File: config.mk
export PLATFORM = sky130hd
export DESIGN_NAME = mem_frame_writer_flat
export DESIGN_NICKNAME = d
export VERILOG_FILES = /design/src/rtl/mem_frame_writer_if.sv /design/src/rtl/mem_frame_writer.sv /design/src/flat_wrapper.sv
export SDC_FILE = /design/constraint.sdc
export NUM_CORES = 2
export LEC_CHECK = 0
export CAP_MARGIN = 20
export CORE_MARGIN = 8
export CORE_UTILIZATION = 63
export DETAILED_ROUTE_END_ITERATION = 8
export GPL_ROUTABILITY_DRIVEN = 0
export PLACE_DENSITY_LB_ADDON = 0.1
export SYNTH_ARGS = -nofsm -noshare
export SYNTH_HDL_FRONTEND = slang
export SYNTH_SLANG_ARGS = --single-unit
File: constraint.sdc
create_clock -name mem_clk -period 4.1 [get_ports mem_clk]
set_input_delay 0.82 -clock mem_clk [delete_from_list [all_inputs] [get_ports mem_clk]]
set_output_delay 0.82 -clock mem_clk [all_outputs]
set_load 0.03 [all_outputs]
File: src/rtl/mem_frame_writer_if.sv
// Bundles the capture stream, the controller write-burst port and the frame status.
// master = the frame writer, slave = the word source plus the memory controller.
// Pure wiring: no logic and no latency.
interface mem_frame_writer_if #(
    parameter int MEM_DATA_BITS = 32,
    parameter int ADDR_BITS     = 23,
    parameter int BUSRT_BITS    = 10
);
    logic                     write_start;
    logic                     in_valid;
    logic [MEM_DATA_BITS-1:0] in_data;
    logic                     in_ready;
    logic                     wr_burst_req;
    logic [BUSRT_BITS-1:0]    wr_burst_len;
    logic [ADDR_BITS-1:0]     wr_burst_addr;
    logic                     wr_burst_data_req;
    logic [MEM_DATA_BITS-1:0] wr_burst_data;
    logic                     wr_burst_finish;
    logic [1:0]               frame_writecnt;
    logic                     write_allframe_done;

    modport master (
        input  write_start, in_valid, in_data, wr_burst_data_req, wr_burst_finish,
        output in_ready, wr_burst_req, wr_burst_len, wr_burst_addr, wr_burst_data,
               frame_writecnt, write_allframe_done
    );

    modport slave (
        output write_start, in_valid, in_data, wr_burst_data_req, wr_burst_finish,
        input  in_ready, wr_burst_req, wr_burst_len, wr_burst_addr, wr_burst_data,
               frame_writecnt, write_allframe_done
    );
endinterface

File: src/rtl/mem_frame_writer.sv
// Captures BURST_SIZE words into a local buffer, then writes them as one burst into three frame regions.
// Latency: burst request the cycle after the last captured word; burst data one cycle after each data request.
// Backpressure: in_ready is low while a burst is in flight. MEM_FRAME_WRITER_WRAP_EN makes capture a ring over the frames.
module mem_frame_writer #(
    parameter int MEM_DATA_BITS = 32,
    parameter int ADDR_BITS     = 23,
    parameter int BUSRT_BITS    = 10,
    parameter int BURST_SIZE    = 128,
    parameter int FRAME_BLOCKS  = 1280,
    parameter int FRAME_STRIDE  = 2073600
) (
    input  logic                mem_clk,
    input  logic                rst,
    mem_frame_writer_if.master  bus
);
    localparam int PTR_BITS = $clog2(BURST_SIZE);
    localparam logic [PTR_BITS-1:0] LAST_PTR = PTR_BITS'(BURST_SIZE - 1);
    localparam logic [10:0] LAST_BLOCK = 11'(FRAME_BLOCKS - 1);

    localparam logic [2:0] S_IDLE    = 3'd0;
    localparam logic [2:0] S_FILL    = 3'd1;
    localparam logic [2:0] S_WR_REQ  = 3'd2;
    localparam logic [2:0] S_WR_DATA = 3'd3;
    localparam logic [2:0] S_DONE    = 3'd4;

    logic [2:0]               state;
    logic [PTR_BITS-1:0]      wptr;
    logic [PTR_BITS-1:0]      rptr;
    logic [10:0]              block_cnt;
    logic [1:0]               frame_idx;
    logic [1:0]               frame_writecnt;
    logic                     all_done;
    logic [MEM_DATA_BITS-1:0] burst_data;
    logic [MEM_DATA_BITS-1:0] buf_mem [BURST_SIZE];
    logic [ADDR_BITS-1:0]     frame_base;
    logic [ADDR_BITS-1:0]     block_off;

    // Status and burst control are decoded from state so reset clears them immediately.
    assign bus.in_ready            = (state == S_FILL);
    assign bus.wr_burst_req        = (state == S_WR_REQ);
    assign bus.wr_burst_len        = BUSRT_BITS'(BURST_SIZE);
    assign bus.wr_burst_data       = burst_data;
    assign bus.frame_writecnt      = frame_writecnt;
    assign bus.write_allframe_done = all_done;

    // Address math is truncated to ADDR_BITS on purpose.
    assign frame_base        = ADDR_BITS'(frame_idx) * ADDR_BITS'(FRAME_STRIDE);
    assign block_off         = ADDR_BITS'(block_cnt) * ADDR_BITS'(BURST_SIZE);
    assign bus.wr_burst_addr = frame_base + block_off;

    // Capture buffer write; contents need no reset because the pointers gate every use.
    always_ff @(posedge mem_clk) begin
        if (state == S_FILL && bus.in_valid) begin
            buf_mem[wptr] <= bus.in_data;
        end
    end

    // Control FSM: fill the buffer, run the burst, advance block/frame on finish.
    always_ff @(posedge mem_clk or posedge rst) begin
        if (rst) begin
            state          <= S_IDLE;
            wptr           <= '0;
            rptr           <= '0;
            block_cnt      <= '0;
            frame_idx      <= '0;
            frame_writecnt <= '0;
            all_done       <= 1'b0;
            burst_data     <= '0;
        end else begin
            case (state)
                S_IDLE: begin
                    if (bus.write_start) begin
                        state <= S_FILL;
                    end
                end
                S_FILL: begin
                    if (bus.in_valid) begin
                        if (wptr == LAST_PTR) begin
                            wptr  <= '0;
                            state <= S_WR_REQ;
                        end else begin
                            wptr <= wptr + 1'b1;
                        end
                    end
                end
                S_WR_REQ, S_WR_DATA: begin
                    // Serve the data word first; a coincident finish still sees it go out.
                    if (bus.wr_burst_data_req) begin
                        burst_data <= buf_mem[rptr];
                        if (rptr != LAST_PTR) begin
                            rptr <= rptr + 1'b1;
                        end
                        state <= S_WR_DATA;
                    end
                    if (bus.wr_burst_finish) begin
                        wptr  <= '0;
                        rptr  <= '0;
                        state <= S_FILL;
                        if (block_cnt == LAST_BLOCK) begin
                            block_cnt      <= '0;
                            frame_idx      <= frame_idx + 1'b1;
                            frame_writecnt <= (frame_writecnt == 2'd3) ? 2'd3 : frame_writecnt + 1'b1;
                            if (frame_idx == 2'd2) begin
                                all_done <= 1'b1;
`ifdef MEM_FRAME_WRITER_WRAP_EN
                                frame_idx <= 2'd0;
`else
                                state <= S_DONE;
`endif
                            end
                        end else begin
                            block_cnt <= block_cnt + 1'b1;
                        end
                    end
                end
                S_DONE: begin
                    state <= S_DONE;
                end
                default: begin
                    state <= S_IDLE;
                end
            endcase
        end
    end
endmodule

File: src/flat_wrapper.sv
// flat-port wrapper written by rule: the top's interface ports become plain ports
module mem_frame_writer_flat 
#(
    parameter int MEM_DATA_BITS = 32,
    parameter int ADDR_BITS     = 23,
    parameter int BUSRT_BITS    = 10,
    parameter int BURST_SIZE    = 128,
    parameter int FRAME_BLOCKS  = 1280,
    parameter int FRAME_STRIDE  = 2073600
)
  (mem_clk, rst, bus_write_start, bus_in_valid, bus_in_data, bus_wr_burst_data_req, bus_wr_burst_finish, bus_in_ready, bus_wr_burst_req, bus_wr_burst_len, bus_wr_burst_addr, bus_wr_burst_data, bus_frame_writecnt, bus_write_allframe_done);
  mem_frame_writer_if #(.MEM_DATA_BITS(MEM_DATA_BITS), .ADDR_BITS(ADDR_BITS), .BUSRT_BITS(BUSRT_BITS)) bus_i ();
  input  logic mem_clk;
  input  logic rst;
  input wire logic [$bits(bus_i.write_start)-1:0] bus_write_start;
  input wire logic [$bits(bus_i.in_valid)-1:0] bus_in_valid;
  input wire logic [$bits(bus_i.in_data)-1:0] bus_in_data;
  input wire logic [$bits(bus_i.wr_burst_data_req)-1:0] bus_wr_burst_data_req;
  input wire logic [$bits(bus_i.wr_burst_finish)-1:0] bus_wr_burst_finish;
  output wire logic [$bits(bus_i.in_ready)-1:0] bus_in_ready;
  output wire logic [$bits(bus_i.wr_burst_req)-1:0] bus_wr_burst_req;
  output wire logic [$bits(bus_i.wr_burst_len)-1:0] bus_wr_burst_len;
  output wire logic [$bits(bus_i.wr_burst_addr)-1:0] bus_wr_burst_addr;
  output wire logic [$bits(bus_i.wr_burst_data)-1:0] bus_wr_burst_data;
  output wire logic [$bits(bus_i.frame_writecnt)-1:0] bus_frame_writecnt;
  output wire logic [$bits(bus_i.write_allframe_done)-1:0] bus_write_allframe_done;
  assign bus_i.write_start = bus_write_start;
  assign bus_i.in_valid = bus_in_valid;
  assign bus_i.in_data = bus_in_data;
  assign bus_i.wr_burst_data_req = bus_wr_burst_data_req;
  assign bus_i.wr_burst_finish = bus_wr_burst_finish;
  assign bus_in_ready = bus_i.in_ready;
  assign bus_wr_burst_req = bus_i.wr_burst_req;
  assign bus_wr_burst_len = bus_i.wr_burst_len;
  assign bus_wr_burst_addr = bus_i.wr_burst_addr;
  assign bus_wr_burst_data = bus_i.wr_burst_data;
  assign bus_frame_writecnt = bus_i.frame_writecnt;
  assign bus_write_allframe_done = bus_i.write_allframe_done;
  mem_frame_writer #(.MEM_DATA_BITS(MEM_DATA_BITS), .ADDR_BITS(ADDR_BITS), .BUSRT_BITS(BUSRT_BITS), .BURST_SIZE(BURST_SIZE), .FRAME_BLOCKS(FRAME_BLOCKS), .FRAME_STRIDE(FRAME_STRIDE)) u_core (.mem_clk(mem_clk), .rst(rst), .bus(bus_i));
endmodule
==> results_dict.tcl <==
set metrics [dict create \
    first_pass_iters 6 \
    synth_flop_cell "edfxtp_1" \
    overflow 0 \
    synth_top_area_cell "edfxtp_1" \
    p_seq_share_pct 55.5 \
    clock-root-buffer "clkbuf_16" \
    post_synth.cell_area_avg_um2 21.6 \
    synth_edf_count 4096 \
    r2r-end "u_core.bus.wr_burst_data[15]" \
    timing.rr.start "u_core.rptr[0]" \
    clock-sinks 4161 \
    r2r_cells 6 \
    layout.nets 7962 \
    rrSetupSlack_ns 0.03 \
    hold_path_depth 1 \
    grt_pass1_vias 80204 \
    syn2layout_area_growth_pct 14.0 \
    whs_endpoint "u_core.buf_mem[61][19]" \
    worst_slack_ns 0.0261 \
    seq_area_frac_synth_pct 78.2 \
    sw_frac_of_total_pct 20.3 \
    fill_cells 14512 \
    yosysTopAreaCellShare_pct 77.2 \
    outcome "completed" \
    clk_pin_slew_worst_paths_ns 0.06 \
    crit_fanout 108 \
    critPathCaptureType "flop" \
    cp.required_ns 4.91 \
    finish.instance_area_um2 182000 \
    start_util_pct 63.4 \
    final_util_pct 72.2 \
    drc 0 \
    clock_path_buffers 4 \
    ys_types 56 \
    clock_skew_ns 0.0538 \
    cts_buffers 415 \
    max_cap_violations 0 \
    routed_wl_mm 419 \
    wl_per_cell_um 36.1 \
    antenna_found_initial 21 \
    ir_worst_vdd_v 0.000424 \
    p_leak_nw 54.7 \
    yosys-top-cells-area "edfxtp_1 77%, mux4_2 11%, mux2i_1 3.5%" \
    pre_cts_ws_ns 0.0642 \
    clkPwrFrac_pct 41.9 \
    arrival_ns 4.88 \
    hold_class "in2reg" \
    htree_levels 5 \
    startpoint_type "flop" \
    worstSetupPathType "reg2reg" \
    placed_cell_area_um2 169000 \
    layout-drive-gt1-share_pct 24.8 \
    postSynthCellCount 7382 \
    drt_iter0_drc 10913 \
    vias_per_cell 6.95 \
    post-dp-hpwl_mm 238 \
    ys_ff_latch 4161 \
    netlist_area_um2 159000 \
    hold_viol_final 0 \
    fin_crit_sh_pct 99.4 \
    hold_path.startpoint "bus_in_data[19]" \
    core_um2 251000 \
    die_y_um 519 \
    p_per_area_nw_per_um2 469 \
    dp_cells 10835 \
    setup_viol 0 \
    max_slew_margin_pct 19.1 \
    clkLatencyLatePin_ns 0.99 \
    max_freq_mhz 245 \
    fin_cells 11589 \
    period_needed_ns 4.07 \
    grt_pass1_wl_mm 591 \
    synthArstFlopShare_pct 1.56 \
    die-area_um2 269000 \
    worst_slew_pin_slew_ns 1.21 \
    cts_tree "yes" \
    synthTopCellsByCount "4096 x edfxtp_1, 800 x mux4_2, 559 x mux2i_1" \
    ys_warn_count 0 \
    intPower_mw 67.9 \
    vias 80538 \
    fp-row-count 184 \
    ant_nets 0 \
    slew_viol_final 0 \
    power.switching_mw 17.3 \
    synth_most_common_cell "edfxtp_1" \
    port_buffers 90 \
    combPwrFrac_pct 2.6 \
    io_pins 108 \
    grt_max_degree 129 \
    grtUsageTotal_pct 30.9 \
    die_w_um 519 \
    finalSetupTns_ns 0 \
]
-- area by class of cell --
type                       instances  area [um2]  area share (%)
sequential                      4161      125000            68.6
multi-input combinational       2778       33400            18.4
clock buffer                     504       10800            5.97
timing repair buffer             538        6670            3.67
tap                             3348        4190            2.31
clock inverter                   234        1770           0.976
inverter                          15        57.6          0.0317
antenna                           11        27.5          0.0152
-- state kept, by name, indices dropped and copies added (netlist names) --
name / count
u_core.block_cnt: 11
u_core.bus.write_allframe_done: 1
u_core.bus.frame_writecnt: 2
u_core.buf_mem: 4096
u_core.bus.wr_burst_data: 32
u_core.rptr: 7
u_core.wptr: 7
u_core.state: 3
u_core.frame_idx: 2
-- kinds of logic (layout without fill, tap and decap cells) --
kind of cell,Yosys count,after routing,share of synthesized area (%)
mux,1366,1366,14.9
fa+ha+maj,15,15,0.123
compound gates,719,719,3.26
buf+inv,458,1291,1.55
xor+xnor,26,26,0.143
other cells,2,28,0.00471
flops,4161,4161,78.2
simple gates,635,635,1.81
-- metal layers --
metal	wire (um)	vias to the layer above	track usage, %	share of wire, %
li1	-	32073	-	-
met1	157000	42802	43.8	38
met2	196000	4966	47.9	47
met3	47600	691	7.38	11
met4	17300	6	11.1	4.1
met5	41	-	0	0.0098
-- cells in the final DEF, fill, tap and decap left out, types with 64 or more instances in the layout --
| cell type | synthesis | final |
|---|---|---|
| a21oi_1 | 132 | 131 |
| a221oi_1 | 64 | 64 |
| a22o_1 | 67 | 67 |
| a22oi_1 | 294 | 294 |
| buf_12 | 0 | 199 |
| buf_4 | 72 | 282 |
| clkbuf_1 | 191 | 82 |
| clkbuf_16 | 0 | 420 |
| clkinv_1 | 1 | 94 |
| clkinv_2 | 0 | 100 |
| edfxtp_1 | 4096 | 4096 |
| mux2i_1 | 559 | 559 |
| mux4_2 | 800 | 800 |
| nand2_1 | 134 | 128 |
| nand3_1 | 143 | 141 |
| nor2_1 | 206 | 70 |
| nor2_4 | 0 | 133 |
| nor3_1 | 67 | 65 |
-- stage by stage --
stage               power, mW  hold slack, ns
global route             87.2           0.210
detailed placement       50.4           0.446
CTS                      85.5           0.194
floorplan                48.7           0.460
global placement         50.3           0.438
finish                   85.1           0.250
-- how the worst max path moves through the flow --
stage / from / to / slack [ns] / depth (start not counted)
3_3_place_gp: u_core.rptr[0] / u_core.bus.wr_burst_data[0] / -0.33 / 6
6_report: u_core.rptr[0] / u_core.bus.wr_burst_data[15] / 0.03 / 6
3_5_place_dp: u_core.rptr[0] / u_core.bus.wr_burst_data[7] / 0.06 / 8
2_1_floorplan: u_core.state[1] / u_core.buf_mem[99][0] / -0.01 / 7
4_1_cts: u_core.frame_idx[0] / bus_wr_burst_addr[22] / 0.003 / 10
5_1_grt: u_core.frame_idx[0] / bus_wr_burst_addr[22] / -0.0008 / 10
-- what timing repair did --
| action | 4_1_cts | 5_1_grt |
|---|---|---|
| buffers inserted | 4 | 0 |
| cloned | 0 | 0 |
| resized for setup | 15 | 14 |
| setup endpoints to repair | 7 | 9 |
| pin swaps | 6 | 5 |
| hold buffers | 0 | 0 |
-- power by group through the flow --
stage / Sequential (mW) / Combinational (mW) / Clock, mW
global route: 47.3 / 2.31 / 37.6
CTS: 47.3 / 2.21 / 36.0
global placement: 48.1 / 2.13 / 0
detailed placement: 48.2 / 2.21 / 0
finish: 47.3 / 2.23 / 35.6
floorplan: 48.1 / 0.531 / 0
-- worst max-delay path: stages, from the launching register on --
cell and delay [ns]:
dfrtp_4 0.94, buf_12 0.51, mux4_2 0.64, a22oi_1 0.26, nand3_1 0.13, nor3_1 0.88
a211oi_1 0.21
Note: power is estimated with default switching activity, not from simulation.
